File: src/rtl/riscv_pkg.sv
// Shared constants and types for the RISC-V core pipeline control logic.
package riscv_pkg;

  localparam logic [6:0] OP_LOAD = 7'b0000011;

  typedef enum logic [1:0] {
    FWD_RF = 2'b00,
    FWD_W  = 2'b01,
    FWD_M  = 2'b10
  } fwd_sel_t;

  typedef enum logic [0:0] {
    RUN      = 1'b0,
    MEM_WAIT = 1'b1
  } hz_state_t;

endpackage

File: src/rtl/hazard_ctrl_forward_sel.sv
// EX-stage operand forwarding select for one ALU source register.
module forward_sel
  import riscv_pkg::*;
(
  input  logic [4:0] rs,
  input  logic [4:0] rd_m,
  input  logic       reg_write_m,
  input  logic [4:0] rd_w,
  input  logic       reg_write_w,
  output fwd_sel_t   sel
);

  // The M-stage result is younger than the W-stage result, so it wins.
  always_comb begin
    sel = FWD_RF;
    if (reg_write_m && (rd_m != 5'd0) && (rd_m == rs)) begin
      sel = FWD_M;
    end else if (reg_write_w && (rd_w != 5'd0) && (rd_w == rs)) begin
      sel = FWD_W;
    end
  end

endmodule

File: src/rtl/hazard_ctrl.sv
// Pipeline sequencing controller: stall/flush/forward control for the
// 5-stage core, data-memory wait tracking and performance counters.
//
// state    | meaning
// ---------+-----------------------------------------------------------
// RUN      | normal flow; hazards resolved combinationally each cycle
// MEM_WAIT | data memory busy; pipeline frozen until MemReadyM
module hazard_ctrl
  import riscv_pkg::*;
#(
  parameter int DATA_WIDTH     = 32,
  parameter int TIMEOUT_CYCLES = 256
) (
  input  logic                  clk,
  input  logic                  rst,
  input  logic [4:0]            Rs1D,
  input  logic [4:0]            Rs2D,
  input  logic [4:0]            Rs1E,
  input  logic [4:0]            Rs2E,
  input  logic [4:0]            RdE,
  input  logic [6:0]            opcodeE,
  input  logic                  PCSrcE,
  input  logic [4:0]            RdM,
  input  logic                  RegWriteM,
  input  logic [4:0]            RdW,
  input  logic                  RegWriteW,
  input  logic                  MemAccessM,
  input  logic                  MemReadyM,
  output logic                  enF,
  output logic                  enD,
  output logic                  enE,
  output logic                  enM,
  output logic                  enW,
  output logic                  FlushD,
  output logic                  FlushE,
  output logic [1:0]            ForwardAE,
  output logic [1:0]            ForwardBE,
  output logic [DATA_WIDTH-1:0] stall_cycles,
  output logic [DATA_WIDTH-1:0] flush_count,
  output logic                  mem_timeout
);

  localparam logic [0:0] S_RUN      = RUN;
  localparam logic [0:0] S_MEM_WAIT = MEM_WAIT;

  localparam int            WW       = $clog2(TIMEOUT_CYCLES + 1);
  localparam logic [WW-1:0] WAIT_MAX = WW'(TIMEOUT_CYCLES);
  localparam logic [WW-1:0] WAIT_ONE = WW'(1);

  logic [0:0]    state, state_nxt;
  logic [WW-1:0] wait_cnt, wait_nxt;
  logic          memwait, lduse, br_flush;
  fwd_sel_t      fwd_a, fwd_b;

  forward_sel u_fwd_a (
    .rs          (Rs1E),
    .rd_m        (RdM),
    .reg_write_m (RegWriteM),
    .rd_w        (RdW),
    .reg_write_w (RegWriteW),
    .sel         (fwd_a)
  );

  forward_sel u_fwd_b (
    .rs          (Rs2E),
    .rd_m        (RdM),
    .reg_write_m (RegWriteM),
    .rd_w        (RdW),
    .reg_write_w (RegWriteW),
    .sel         (fwd_b)
  );

  assign ForwardAE = rst ? FWD_RF : fwd_a;
  assign ForwardBE = rst ? FWD_RF : fwd_b;

  assign memwait = MemAccessM && !MemReadyM;
  assign lduse   = (opcodeE == OP_LOAD) && (RdE != 5'd0) &&
                   ((RdE == Rs1D) || (RdE == Rs2D));

  // A frozen register must never see a flush: rst overrides en in the
  // pipeline registers. A branch taken during a freeze is simply held in
  // E and acted on in the release cycle.
  always_comb begin
    enF      = 1'b1;
    enD      = 1'b1;
    enE      = 1'b1;
    enM      = 1'b1;
    enW      = 1'b1;
    FlushD   = 1'b0;
    FlushE   = 1'b0;
    br_flush = 1'b0;
    if (!rst) begin
      if (memwait) begin
        enF = 1'b0;
        enD = 1'b0;
        enE = 1'b0;
        enM = 1'b0;
        enW = 1'b0;
      end else if (PCSrcE) begin
        FlushD   = 1'b1;
        FlushE   = 1'b1;
        br_flush = 1'b1;
      end else if (lduse) begin
        enF    = 1'b0;
        enD    = 1'b0;
        FlushE = 1'b1;
      end
    end
  end

  always_comb begin
    state_nxt = state;
    wait_nxt  = wait_cnt;
    case (state)
      S_RUN: begin
        if (memwait) begin
          state_nxt = S_MEM_WAIT;
          wait_nxt  = WAIT_ONE;
        end
      end
      S_MEM_WAIT: begin
        if (MemReadyM) begin
          state_nxt = S_RUN;
          wait_nxt  = '0;
        end else if (wait_cnt < WAIT_MAX) begin
          wait_nxt = wait_cnt + WAIT_ONE;
        end
      end
      default: begin
        state_nxt = S_RUN;
        wait_nxt  = '0;
      end
    endcase
  end

  always_ff @(posedge clk) begin
    if (rst) begin
      state        <= S_RUN;
      wait_cnt     <= '0;
      stall_cycles <= '0;
      flush_count  <= '0;
      mem_timeout  <= 1'b0;
    end else begin
      state    <= state_nxt;
      wait_cnt <= wait_nxt;
      if (!enF) begin
        stall_cycles <= stall_cycles + DATA_WIDTH'(1);
      end
      if (br_flush) begin
        flush_count <= flush_count + DATA_WIDTH'(1);
      end
      // Sticky: the core keeps waiting, software reads the flag later.
      if (wait_nxt == WAIT_MAX) begin
        mem_timeout <= 1'b1;
      end
    end
  end

endmodule

File: config.mk
export PLATFORM = sky130hd
export DESIGN_NAME = hazard_ctrl
export DESIGN_NICKNAME = d
export VERILOG_FILES = /design/src/rtl/riscv_pkg.sv /design/src/rtl/hazard_ctrl_forward_sel.sv /design/src/rtl/hazard_ctrl.sv
export SDC_FILE = /design/constraint.sdc
export NUM_CORES = 1
export LEC_CHECK = 0
export BUFFER_PORTS_ARGS = -buffer_cell sky130_fd_sc_hd__buf_2
export CELL_PAD_IN_SITES_DETAIL_PLACEMENT = 1
export CELL_PAD_IN_SITES_GLOBAL_PLACEMENT = 1
export CORE_AREA = 5 5 117 119
export CTS_CLUSTER_DIAMETER = 30
export DETAILED_ROUTE_END_ITERATION = 10
export DIE_AREA = 0 0 122 124
export GPL_TIMING_DRIVEN = 0
export PLACE_DENSITY_LB_ADDON = 0.12
export SYNTH_ARGS = -nofsm -noshare
export SYNTH_HDL_FRONTEND = slang
export SYNTH_SLANG_ARGS = --single-unit
File: constraint.sdc
create_clock -name clk -period 2 [get_ports clk]
set_input_delay 0.2 -clock clk [delete_from_list [all_inputs] [get_ports clk]]
set_output_delay 0.2 -clock clk [all_outputs]
set_load 0.01 [all_outputs]
==> After elaboration in Yosys (flattened, before gate mapping) <==
Cells that the tools add are included.
Widths: inputs -> output; s select.
{ "word_totals": {"regBits": 75, "latch_bits": 0, "ram_bits": 0, "romBits": 0, "out_inout_bits": 76, "word_cells": 58, "memories": 0} }
{ "classes": {"add_sub_neg": 3, "multipliers": 0, "n_div": 0, "magnitude_cmp": 1, "eq_ne": 8, "shifts": 0, "muxes": 26, "bitwise": 1, "n_reduce_logical": 14} }
{ "op_table": {"columns": ["cell", "count"], "rows": [
  ["$add 32x1->32 const B", 2],
  ["$eq 5x5->1", 6],
  ["$mux 9", 3],
  ["$pmux 9 s2", 1],
  ["$mux 1", 17],
  ["$reduce_bool 5->1", 3],
  ["$add 9x1->9 const B", 1],
  ["$eq 9x9->1 const B", 1],
  ["$logic_and 1x1->1", 9],
  ["$lt 9x9->1 const B", 1],
  ["$mux 2", 4],
  ["$eq 7x2->1 const B", 1],
  ["$pmux 1 s2", 1],
  ["$logic_not 1->1", 1],
  ["$logic_or 1x1->1", 1],
  ["$not 1->1", 1]
]} }

==> Depth between registers and ports, before layout <==
{ "logic_depth": {"depth_word": 7, "mapped_depth": 8, "mapped_depth_nobuf": 7} }

==> By module <==
Synthesis repeated with hierarchy kept, for this count alone.
{ "hier_totals": {"cells_unflattened": 503, "hier_area_um2": 4154.0} }
{ "by_module_without_submodules": {"columns": ["module", "instances", "cells_each", "area_each_um2"], "rows": [
  ["hazard_ctrl", 1, 463, 3851.2],
  ["forward_sel", 2, 20, 151.4]
]} }

==> Worst setup path before layout <==
Ideal clock, no wire load.
{ "synth_timing": {"path_kind": "reg-to-reg", "from": "register stall_cycles[6]", "to": "register stall_cycles[31]", "setup_ns": 0.070, "t_arrival_ns": 2.084, "required_ns": 1.930, "setup_slack_ns": -0.154, "path_stages_with_launch": 7, "synth_period_minus_slack_ns": 2.154, "path_cell_list": "dfxtp_1 -> nand4_1 -> nor4_4 -> and3_1 -> nand4_1 -> or4_1 -> a21oi_1"} }
{ "synth_between": {"elab_chain_len": 1} }
{ "synth_rtl": {"columns": ["item", "line", "rtl"], "rows": [
  ["start, declared", "hazard_ctrl.sv:38", "output logic [DATA_WIDTH-1:0] stall_cycles,"],
  ["start signal, assigned", "hazard_ctrl.sv:147", "stall_cycles <= stall_cycles + DATA_WIDTH'(1);"],
  ["$add 32x1->32", "hazard_ctrl.sv:147", null]
]} }
Every way passes these cells.
A chain may end at the register's enable or synchronous reset.

==> Final worst setup path <==
{ "layout_timing": {"from": "register stall_cycles[2]", "to": "register stall_cycles[27]"} }
Same word-level chain as after synthesis.

==> impl_metrics.py <==
metrics = {
    "status": {
        "status": "complete, no violations",
    },
    "synth": {
        "synth_top_area_cell": "dfxtp_1",
        "yosysUniqueCellTypes": 47,
        "yosysMostFrequentCell": "dfxtp_1",
        "syn_area_per_cell_um2": 8.05,
        "synth_top_area_share": 0.364,
        "syn_inst": 512,
        "ys_ff_latch": 75,
        "synthTopCellsByArea": "dfxtp_1 36%, xnor2_1 7.0%, xor2_1 5.7%",
        "synth_edf_count": 0,
        "syn_area_um2": 4120,
        "synth_nets": 564,
        "ys_seq_area_frac": 0.364,
        "yosys_warnings": 0,
        "synthArstFlopShare": 0,
        "synth-main-ff-cell": "dfxtp_1",
        "yosys-top-cells-count": "75 x dfxtp_1, 58 x nor2_1, 42 x a21oi_1",
    },
    "route": {
        "wl_um": 14000,
        "drt-initial-drc-count": 148,
        "firstDrtPassIters": 4,
        "viasPerCell": 5.19,
        "num_vias": 4408,
        "drc": 0,
        "wl_per_cell_um": 16.5,
        "ant_nets": 0,
    },
    "floorplan": {
        "start_util": 0.331,
        "rows": 41,
        "die_w_um": 122,
        "chipHeight_um": 124,
        "boundaryPins": 125,
        "dieArea_um2": 15100,
        "coreArea_um2": 12500,
    },
    "worst_hold_path": {
        "holdCritPathClass": "primary input to flop",
        "hold_start": "MemReadyM",
        "whs_endpoint": "state",
        "hold-path-cell-count": 2,
    },
    "timing": {
        "finalSetupTns_ns": 0,
        "post-route-period-util": 0.981,
        "clock_skew_ns": 0.00713,
        "worst_slack_ns": 0.0375,
        "drv_slew": 0,
        "fmax_mhz": 510,
        "relSlewSlack": 0.438,
        "hold_viol": 0,
        "hold_slack_ns": 0.114,
        "finalCriticalPeriod_ns": 1.96,
        "worst_slew_pin_slew_ns": 0.840,
        "setup_viol": 0,
        "rsz0062_at_grt": "true",
    },
    "finish": {
        "antenna_cells": 0,
        "drive_gt1_frac": 0.344,
        "fin_cells": 849,
        "area_delta_synth_final_pct": 38.8,
        "final_net_count": 724,
        "post-route-util": 0.459,
        "final_area_um2": 5720,
        "fill_cells": 1579,
    },
    "cts": {
        "cts.sinks": 75,
        "ctsRootBufferMaster": "clkbuf_16",
        "holdBufCountCts": 0,
        "cts_tree": "built",
        "h-tree-depth": 3,
        "clock_latency_ns": 0.34,
        "cts_made_buffers": 9,
        "clk_path_buf_depth": 2,
        "clk_pin_slew_ns": 0.06,
    },
    "critical_path": {
        "worst_path_max_delay_cell": "or3b_2",
        "reg2reg_from": "stall_cycles[2]",
        "cp_num_buf_inv": 2,
        "worstPathMaxFanout": 10,
        "r2r_slack_ns": 0.04,
        "crit_arrival_ns": 2.23,
        "crit_family": "simple AND/OR/NAND/NOR gates",
        "end_kind": "flop",
        "critical_path_class": "flop to flop",
        "critPathRequiredTime_ns": 2.27,
        "reg2regPathDepth": 7,
        "start_kind": "flop",
        "r2r_end": "stall_cycles[27]",
        "critPathMaxStageDelay_ns": 0.47,
        "worstPathCellList": "nand2_1, or3_1, o21a_4, buf_8, buf_6, or3b_2, a21oi_2",
    },
    "power_and_ir_drop": {
        "powerDensity_nw_per_um2": 594,
        "power_frac_comb": 0.077,
        "power_mw": 3.40,
        "p_leak_nw": 2.20,
        "p_seq_frac": 0.444,
        "internal_power_mw": 2.57,
        "ir_worst_vdd_uv": 482,
        "sw_frac_of_total": 0.244,
        "pwr-share-clk": 0.479,
        "netSwitchingPower_mw": 0.827,
    },
    "placement": {
        "placedCellCount": 808,
        "gp_congestion": 0.770,
        "post_dp_cell_area_um2": 4980,
        "pre_cts_ws_ns": -0.548,
        "hpwl_um": 9970,
        "portBuffers": 124,
    },
    "global_routing": {
        "overflow": 0,
        "grt_pass1_vias": 4407,
        "grt_use_total": 0.183,
        "grt_max_degree": 14,
        "grt_pass1_wl_um": 22000,
        "antenna_found_initial": 0,
    },
    "job": {
        "drv_cap": 0,
    },
}
[power by group through the flow]
stage	sequential (mW)	combinational [mW]	clock, mW
2_1_floorplan	1.55	0.130	0
3_3_place_gp	1.55	0.248	0
3_5_place_dp	1.55	0.255	0
4_1_cts	1.51	0.261	1.68
5_1_grt	1.51	0.290	1.75
6_report	1.51	0.261	1.63
[cell type report]
type | instances | area, µm² | area share
plain buffers | 25 | 160 | 0.0280
clock buffers | 9 | 225 | 0.0394
clock inverters | 7 | 68.8 | 0.0120
inverters | 12 | 45.0 | 0.00787
multi-input cells | 399 | 2630 | 0.460
flip-flops and latches | 75 | 1540 | 0.269
well taps | 172 | 215 | 0.0376
repair buffers | 150 | 837 | 0.146
[cells in the final DEF (no fill, tap or decap), types with 3 or more instances in the layout]
cell       count
buf_2        125
nor2_1        56
dfxtp_1       56
a21oi_1       38
nand2_1       36
xnor2_1       33
xor2_1        27
buf_4         27
nand3_1       25
nor3_1        20
o21ai_0       20
or4_1         18
nand4_1       16
o31ai_1       16
dfxtp_2       14
clkbuf_1      12
inv_1         12
or3_1         10
clkbuf_16     10
nand2b_1       8
nor2b_1        5
nor4_1         5
dfxtp_4        5
or4_4          4
buf_6          4
a21oi_2        4
and4_1         4
and3_1         3
and2_1         3
or4b_4         3
clkinv_2       3
[cell families (layout without fill, tap and decap cells)]
| kind of cell | count (synthesis) | count (layout) | synth area share |
|---|---|---|---|
| and+or+nand+nor | 239 | 239 | 0.315 |
| AOI/OAI and AO/OA | 94 | 94 | 0.134 |
| muxes | 3 | 3 | 0.00759 |
| xor gates and xnor gates | 60 | 60 | 0.127 |
| adders and majority gates | 3 | 3 | 0.00911 |
| buffers and inverters | 38 | 203 | 0.0431 |
| DFF | 75 | 75 | 0.364 |
[state kept, by name (all words and copies together) (netlist names)]
register      count
stall_cycles     32
state             1
mem_timeout       1
wait_cnt          9
flush_count      32
[repair_timing]
item / in CTS / in global routing
buffers inserted: 11 / 13
resized for setup: 30 / 52
cloned: 0 / 2
setup endpoints to repair: 47 / 47
pin swaps: 13 / 12
[routing by layer]
layer	track usage	part of all wire	vias up	wire length, µm
li1	-	-	2164	-
met1	0.221	0.43	2150	6060
met2	0.329	0.52	78	7250
met3	0.0391	0.033	16	468
met4	0.0525	0.014	0	191
met5	0	0	-	0
[worst max path at each step]
stage	to	startpoint	cells past startpoint
final	stall_cycles[27]	stall_cycles[2]	7
after global routing	stall_cycles[22]	stall_cycles[16]	7
after CTS	flush_count[31]	flush_count[14]	7
after detailed placement	flush_count[28]	MemAccessM	8
after global placement	flush_count[28]	MemAccessM	8
after floorplan	stall_cycles[24]	opcodeE[5]	8
Power figures use the tool's default switching activity.
